File: config.mk
export PLATFORM = sky130hd
export DESIGN_NAME = uart_transmitter_flat
export DESIGN_NICKNAME = d
export VERILOG_FILES = /design/src/rtl/uart_transmitter_if.sv /design/src/rtl/uart_transmitter.sv /design/src/flat_wrapper.sv
export SDC_FILE = /design/constraint.sdc
export NUM_CORES = 1
export LEC_CHECK = 0
export CAP_MARGIN = 0
export CORE_ASPECT_RATIO = 0.5
export CORE_UTILIZATION = 24
export CTS_CLUSTER_SIZE = 20
export DETAILED_ROUTE_END_ITERATION = 8
export DONT_BUFFER_PORTS = 1
export SLEW_MARGIN = 20
export SYNTH_ARGS = -nofsm -noshare
export SYNTH_HDL_FRONTEND = slang
export SYNTH_HIERARCHICAL = 1
export SYNTH_SLANG_ARGS = --single-unit
File: constraint.sdc
create_clock -name i_clk -period 3.95 [get_ports i_clk]
set_input_delay 0.395 -clock i_clk [delete_from_list [all_inputs] [get_ports i_clk]]
set_output_delay 0.395 -clock i_clk [all_outputs]
set_load 0.01 [all_outputs]
File: src/rtl/uart_transmitter_if.sv
// uart_transmitter_if: parallel request/data and serial line bundle for the UART transmitter
interface uart_transmitter_if;
  logic       i_Txstart;
  logic [7:0] i_datain;
  logic       o_Txdataout;
  modport master (output i_Txstart, output i_datain, input o_Txdataout);
  modport slave (input i_Txstart, input i_datain, output o_Txdataout);
endinterface

File: src/rtl/uart_transmitter.sv
// uart_transmitter: 8-N-1 serial transmitter with a hierarchically visible bit counter
module uart_transmitter_counter (
  input  logic       i_clk,
  input  logic       i_reset,
  input  logic       i_clr,
  input  logic       i_inc,
  output logic [3:0] o_count
);
  logic [3:0] count;
  // frame bit position: cleared on frame start/return to idle, bumped at each bit boundary
  always_ff @(posedge i_clk or posedge i_reset)
    if (i_reset) count <= 4'd0;
    else if (i_clr) count <= 4'd0;
    else if (i_inc) count <= count + 4'd1;
  assign o_count = count;
endmodule

module uart_transmitter #(
  parameter int unsigned CLKS_PER_BIT = 1
) (
  input logic                i_clk,
  input logic                i_reset,
  uart_transmitter_if.slave  bus
);
  localparam logic [1:0] IDLE = 2'd0;
  localparam logic [1:0] SEND = 2'd1;
  localparam logic [1:0] DONE = 2'd2;
  localparam logic [15:0] LAST = 16'(CLKS_PER_BIT - 1);
  logic [1:0]  state_q, state_d;
  logic [15:0] div_q, div_d;
  logic [7:0]  sh_q, sh_d;
  logic        tx_q, tx_d;
  logic        clr, inc;
  logic [3:0]  count, count_nx;
  uart_transmitter_counter COUNTER_t (
    .i_clk   (i_clk),
    .i_reset (i_reset),
    .i_clr   (clr),
    .i_inc   (inc),
    .o_count (count)
  );
  assign count_nx = count + 4'd1;
  // next-state: start bit goes out on the accepting edge; data shifts LSB first at each divider wrap
  always_comb begin
    state_d = state_q;
    div_d   = div_q;
    sh_d    = sh_q;
    tx_d    = tx_q;
    clr     = 1'b0;
    inc     = 1'b0;
    case (state_q)
      IDLE: begin
        tx_d = 1'b1;
        if (bus.i_Txstart) begin
          state_d = SEND;
          sh_d    = bus.i_datain;
          tx_d    = 1'b0;
          div_d   = 16'd0;
          clr     = 1'b1;
        end
      end
      SEND: begin
        if (div_q == LAST) begin
          div_d = 16'd0;
          inc   = 1'b1;
          tx_d  = count_nx <= 4'd8 ? sh_q[0] : 1'b1;
          sh_d  = count_nx <= 4'd8 ? {1'b0, sh_q[7:1]} : sh_q;
          state_d = count_nx == 4'd10 ? DONE : SEND;
        end else begin
          div_d = div_q + 16'd1;
        end
      end
      DONE: begin
        tx_d = 1'b1;
        if (!bus.i_Txstart) begin
          state_d = IDLE;
          clr     = 1'b1;
        end
      end
      default: begin
        state_d = IDLE;
        tx_d    = 1'b1;
        clr     = 1'b1;
      end
    endcase
  end
  // state registers; reset abandons any frame and parks the line high
  always_ff @(posedge i_clk or posedge i_reset)
    if (i_reset) begin
      state_q <= IDLE;
      div_q   <= 16'd0;
      sh_q    <= 8'd0;
      tx_q    <= 1'b1;
    end else begin
      state_q <= state_d;
      div_q   <= div_d;
      sh_q    <= sh_d;
      tx_q    <= tx_d;
    end
  assign bus.o_Txdataout = tx_q;
endmodule

File: src/flat_wrapper.sv
// flat-port wrapper written by rule: the top's interface ports become plain ports
module uart_transmitter_flat 
#(
  parameter int unsigned CLKS_PER_BIT = 1
)
  (i_clk, i_reset, bus_i_Txstart, bus_i_datain, bus_o_Txdataout);
  uart_transmitter_if bus_i ();
  input logic i_clk;
  input logic i_reset;
  input wire logic [$bits(bus_i.i_Txstart)-1:0] bus_i_Txstart;
  input wire logic [$bits(bus_i.i_datain)-1:0] bus_i_datain;
  output wire logic [$bits(bus_i.o_Txdataout)-1:0] bus_o_Txdataout;
  assign bus_i.i_Txstart = bus_i_Txstart;
  assign bus_i.i_datain = bus_i_datain;
  assign bus_o_Txdataout = bus_i.o_Txdataout;
  uart_transmitter #(.CLKS_PER_BIT(CLKS_PER_BIT)) u_core (.i_clk(i_clk), .i_reset(i_reset), .bus(bus_i));
endmodule
---- Word-level counts from Yosys, hierarchy flattened ----
Cells that the tools add are included.
Widths: inputs -> output; s select.
cells by class
  $add $sub $neg .......................... 2
  multipliers ............................. 0
  divide/modulo/power cells ............... 0
  magnitude comparators ................... 1
  equal/unequal tests ..................... 7
  shift-type cells ........................ 0
  mux-type cells .......................... 22
  bitwise gates (word level) .............. 0
  reductions and logical operators ........ 7
operators with widths
  cell                   count
  $mux 16                2
  $pmux 16 s2            1
  $mux 8                 3
  $add 16x1->16 const B  1
  $logic_not 16->1       1
  $pmux 8 s2             1
  $mux 2                 4
  $mux 4                 2
  $mux 1                 6
  $pmux 2 s3             1
  $add 4x1->4 const B    1
  $eq 4x4->1 const B     1
  $le 4x4->1 const B     1
  $ne 2x1->1 const B     2
  $ne 2x2->1 const B     2
  $reduce_and 4->1       1
  $reduce_bool 2->1      2
  $pmux 1 s3             1
  $reduce_and 3->1       1
  $eq 2x1->1 const B     1
  $eq 2x2->1 const B     1
  $logic_not 2->1        1
  $pmux 1 s2             1
  $reduce_and 2->1       1
word-level totals
  register bits after elaboration ......... 31
  latch bits .............................. 0
  RAM bits ................................ 0
  bits in read-only memories .............. 0
  input port bits ......................... 11
  logic and storage cells ................. 44
  memories ................................ 0

---- Longest topological paths before layout ----
  depth after elaboration ................. 5
  mapped depth ............................ 7

---- Cells and area by module ----
Netlist, hierarchy kept.
by module, submodules not included
  module                    times used  cells each  area an instance (µm²)
  uart_transmitter          1           162         1505.2
  uart_transmitter_counter  1           17          196.4

---- Least setup slack after synthesis ----
No wires, ideal clock.
  path kind ............................... flip-flop to flip-flop
  from .................................... register u_core.div_q[0]
  to ...................................... register u_core.COUNTER_t.count[3] (netlist: u_core/COUNTER_t/o_count[3])
  arrival time ............................ 2.045 ns
  setup slack ............................. 1.780 ns
  cell stages (with the launch flop) ...... 8
  period minus slack after synthesis ...... 2.170 ns
  cells stage by stage .................... dfrtp_1 -> inv_1 -> ha_1 -> nor3b_1 -> nand4_1 -> nor2_1 -> nand4_1 -> mux2_4
on the way
  word-level cells in the longest chain between the ends .. 4
RTL lines
  element                             RTL line                RTL
  start, declared                     uart_transmitter.sv:30  logic [15:0] div_q, div_d;
  start signal, assigned              uart_transmitter.sv:96  div_q <= div_d;
  $logic_not 16->1                    uart_transmitter.sv:63  if (div_q == LAST) begin
  $mux 1                              uart_transmitter.sv:63
  $mux 1                              uart_transmitter.sv:51  case (state_q)
  via u_core.inc                      uart_transmitter.sv:33  logic clr, inc;
  $reduce_bool 2->1 (no source line)  n/a
  end signal, assigned                uart_transmitter.sv:14  else if (i_inc) count <= count + 4'd1;
  end, declared                       uart_transmitter.sv:9   logic [3:0] count;
The timed path passes the listed nets, and every way through them passes these cells.
A chain may end at the register's enable or synchronous reset.

---- Worst setup path in the final report ----
  from .................................... register u_core.div_q[2]
  to ...................................... register u_core.COUNTER_t.count[3] (netlist: u_core/COUNTER_t/o_count[3])
Same word-level chain as after synthesis.

==> run summary <==
The synthesized design contains 0 enable-type register cells. The filler cells instantiated in the layout total 708. Uppermost layer routed: met3.

The horizontal extent of the die works out to 121 um. The run gives 0 as the number of diodes added for antenna fixing. The run finished with clean final reports. The startpoint-to-endpoint class of the critical path is reg -> reg. Across all layers, the routed design uses 1366 vias. The share of the synthesized area in the top cell type works out to 0.441.

The worst reg2reg path depth came out at 5. The die is 61.5 um tall. The post-route setup TNS is 0 ns. In the post-synthesis netlist, the biggest area contributors are dfrtp_1 44%, nand2_1 5.5%, a22o_1 5.1%, a21oi_1 2.9%, a31oi_1 2.6%.

For this run, the detailed router's first-pass iteration total came to 4. The cell type with the highest aggregate area in the netlist is dfrtp_1. The clock net in this run drives a total of 31 sinks. Entering global routing, the biggest net connects 28 pins. Clock-pin slew was measured on the worst setup and hold paths at 0.05 ns. The kind of end point of the critical path is a register. The required time of the critical path is 4.11 ns. The proportion of synthesized flip-flops having asynchronous set or reset was 1.00. Counting the buffers created by CTS gives 5. For flop-to-flop paths, the worst setup slack is 1.34 ns. For this run, design rule violations remaining after detail routing come to 0.

After synthesis the netlist holds a flip-flop and latch count of 31. The tools report the number of DRC violations after detailed-routing iteration 0 as 83. The number of hold violations in the final report is 0. Clock latency on the worst-skew pair, taken at its later pin, is 0.27 ns.

The tools report the via count of the first global-routing pass as 1298. Between clock sinks in the finished design, the worst skew comes to 0.00990 ns. The origin of the critical flop-to-flop path was u_core/div_q[2].

Timing analysis after detailed placement gives a worst setup slack of 1.31 ns. The run gives 179 as the cell count after synthesis. The logs give 0.108 for the total routing resource utilization after global routing and 0 for the total congestion overflow.

The most repeated cell in the gate-level netlist after synthesis is dfrtp_1. Top fanout value on the critical path: 10. The initial antenna violation count is 0, and the average instance area after synthesis is 9.51 um2. For the worst-case headroom to the max-slew limit, the log shows 0.372. Setup repair after global routing left no endpoint under its margin. The initialized floorplan defines 21 standard-cell rows. The starting density of the core is 0.251. The worst setup path is launched from a register. After detailed routing, the number of vias per cell comes to 4.95.

For the sum of net half-perimeters after detailed placement, the log shows 2570 um. For the final-report max-slew violation count, the log shows 0. The amount of wire on met3 after detailed routing was 68 um; the data arrival time of the critical path was 2.77 ns. The commonest cells after synthesis are 30 x dfrtp_1, 25 x nand2_1, 10 x a21oi_1, 10 x a22o_1, 9 x nor2_1. The logs give 6150 um for the global-route wire length before repair and 0 for the count of max-cap constraint violations.

Timing would allow up to 382 MHz. The cell area that synthesis handed to floorplanning was 1700 um2. The routed length per placed instance is 13.3 um, and the met2 layer wire length in the routed design is 1850 um. IR analysis of the VDD net gives a maximum drop of 224 uV.

Routability-driven placement finished with a final weighted congestion of 0.810. Setup violations remaining at the end of the flow were counted as 0. The slew at the pin closest to its max-slew limit came out at 0.937 ns.

Synthesis produced a netlist with a net count of 193. For the I/O pin count, the log shows 12. After detailed routing, the wire length on met1 is 1760 um.

The floorplan step defined a core boundary enclosing 6780 um2. The sequential cell area fraction in the yosys report came out at 0.457. Number of I/O port buffers: 0. The cell leakage power was 0.856 nW; the number of warning messages in the yosys log was 6. The final worst-path cycle share came out at 0.662. Synthesis instantiated 43 different standard cells from the library. The area added between synthesis and finish came out at 17.8%.

For this run, the leading register cell type out of synthesis is dfrtp_1. After layout, the worst setup slack is 1.34 ns. For the number of H-tree branching levels, the log shows 2. The terminus of the critical flop-to-flop path is u_core/COUNTER_t/o_count[3].

Clock root buffer: clkbuf_16. The power per standard cell area came out at 419 nW/um2. In this run the deepest clock path goes through 2 buffers. Wires add up to 3680 um. The tools report the total die area as 7450 um2. For the number of routed nets with antenna violations, the log shows 0.

The path class of the tightest hold or removal check is in -> async. Ratio of cells with drive above 1 in the final layout: 0.125. TritonCTS built the clock tree. Subtracting the final worst setup slack from the clock period gives 2.61 ns.

The net count of the finished layout is 197.
-- report_power, final --
part	internal, W	switching (W)
clock	0.000361	0.000126
combinational	0.00000980	0.0000129
sequential	0.000325	0.00000583
-- worst max-delay path by stage --
stage	start	endpoint	slack, ns	cells after the start
2_1_floorplan	u_core/div_q[0]	u_core/COUNTER_t/o_count[3]	1.78	7
3_3_place_gp	u_core/div_q[2]	u_core/COUNTER_t/o_count[3]	1.47	5
3_5_place_dp	u_core/div_q[2]	u_core/COUNTER_t/o_count[3]	1.31	5
4_1_cts	u_core/div_q[2]	u_core/COUNTER_t/o_count[3]	1.31	5
5_1_grt	u_core/div_q[2]	u_core/COUNTER_t/o_count[3]	1.03	5
6_report	u_core/div_q[2]	u_core/COUNTER_t/o_count[3]	1.34	5
-- flip-flops by register name (all words and copies together), names as in the netlist --
name / flops
u_core/div_q: 16
u_core/sh_q: 8
u_core/COUNTER_t/o_count: 4
u_core/state_q: 2
u_core/bus.o_Txdataout: 1
-- per-stage QoR --
step	hold slack (ns)	instance area, um2	power (W)	cells	util
floorplan	0.161	1700	0.000352	179	-
global placement	0.187	1810	0.000357	267	0.266
detailed placement	0.185	1810	0.000358	267	0.266
CTS	0.257	2000	0.000852	276	0.296
global route	0.169	2000	0.000872	276	0.296
finish	0.103	2000	0.000841	276	0.296
-- cell families (layout without fill, tap and decap cells) --
kind of cell / after synthesis / after routing / synth area share
xor gates and xnor gates: 3 / 3 / 0.0154
DFF: 31 / 31 / 0.457
adders and majority gates: 3 / 3 / 0.0221
muxes: 4 / 4 / 0.0265
AOI/OAI and AO/OA: 54 / 54 / 0.223
buffers and inverters: 12 / 17 / 0.0265
and+or+nand+nor: 72 / 72 / 0.230
-- area by class of cell --
cell class                      count  area (um2)  area share
Multi-Input combinational cell    136         880       0.439
Sequential cell                    31         777       0.388
Clock buffer                        6         129      0.0643
Tap cell                           92         115      0.0574
Clock inverter                      2        60.1      0.0300
Inverter                            7        26.3      0.0131
Timing Repair Buffer                2        17.5     0.00874
-- layer usage --
metal,vias to the layer above,global-route usage
li1,677,-
met1,679,0.128
met2,10,0.198
met3,0,0.0278
met4,0,0.0370
met5,-,0
-- timing repair --
action	4_1_cts	5_1_grt
hold buffers	1	0
resized for setup	0	0
hold endpoints to repair	4	0
buffers inserted	0	0
-- critical path: stages, from the launching register on --
cell,delay (ns)
dfrtp_1,0.45
nor4_1,0.49
nand4_1,0.47
nor2_1,0.56
nand4_1,0.19
mux2_4,0.33
-- layout by cell type, fill, tap and decap left out, drive strengths merged, types with 2 or more instances in the layout --
master	n
ha	3
a31oi	8
nand2b	5
mux2i	3
nor2b	2
a21oi	10
nor4	4
bufinv	2
inv	6
a22o	11
nand3	9
xnor2	3
nand2	25
nand4	5
nor2	9
or4	3
a41oi	3
dfrtp	30
o21ai	15
clkbuf	6
nor3	3
Note: power is estimated with default switching activity, not from simulation.
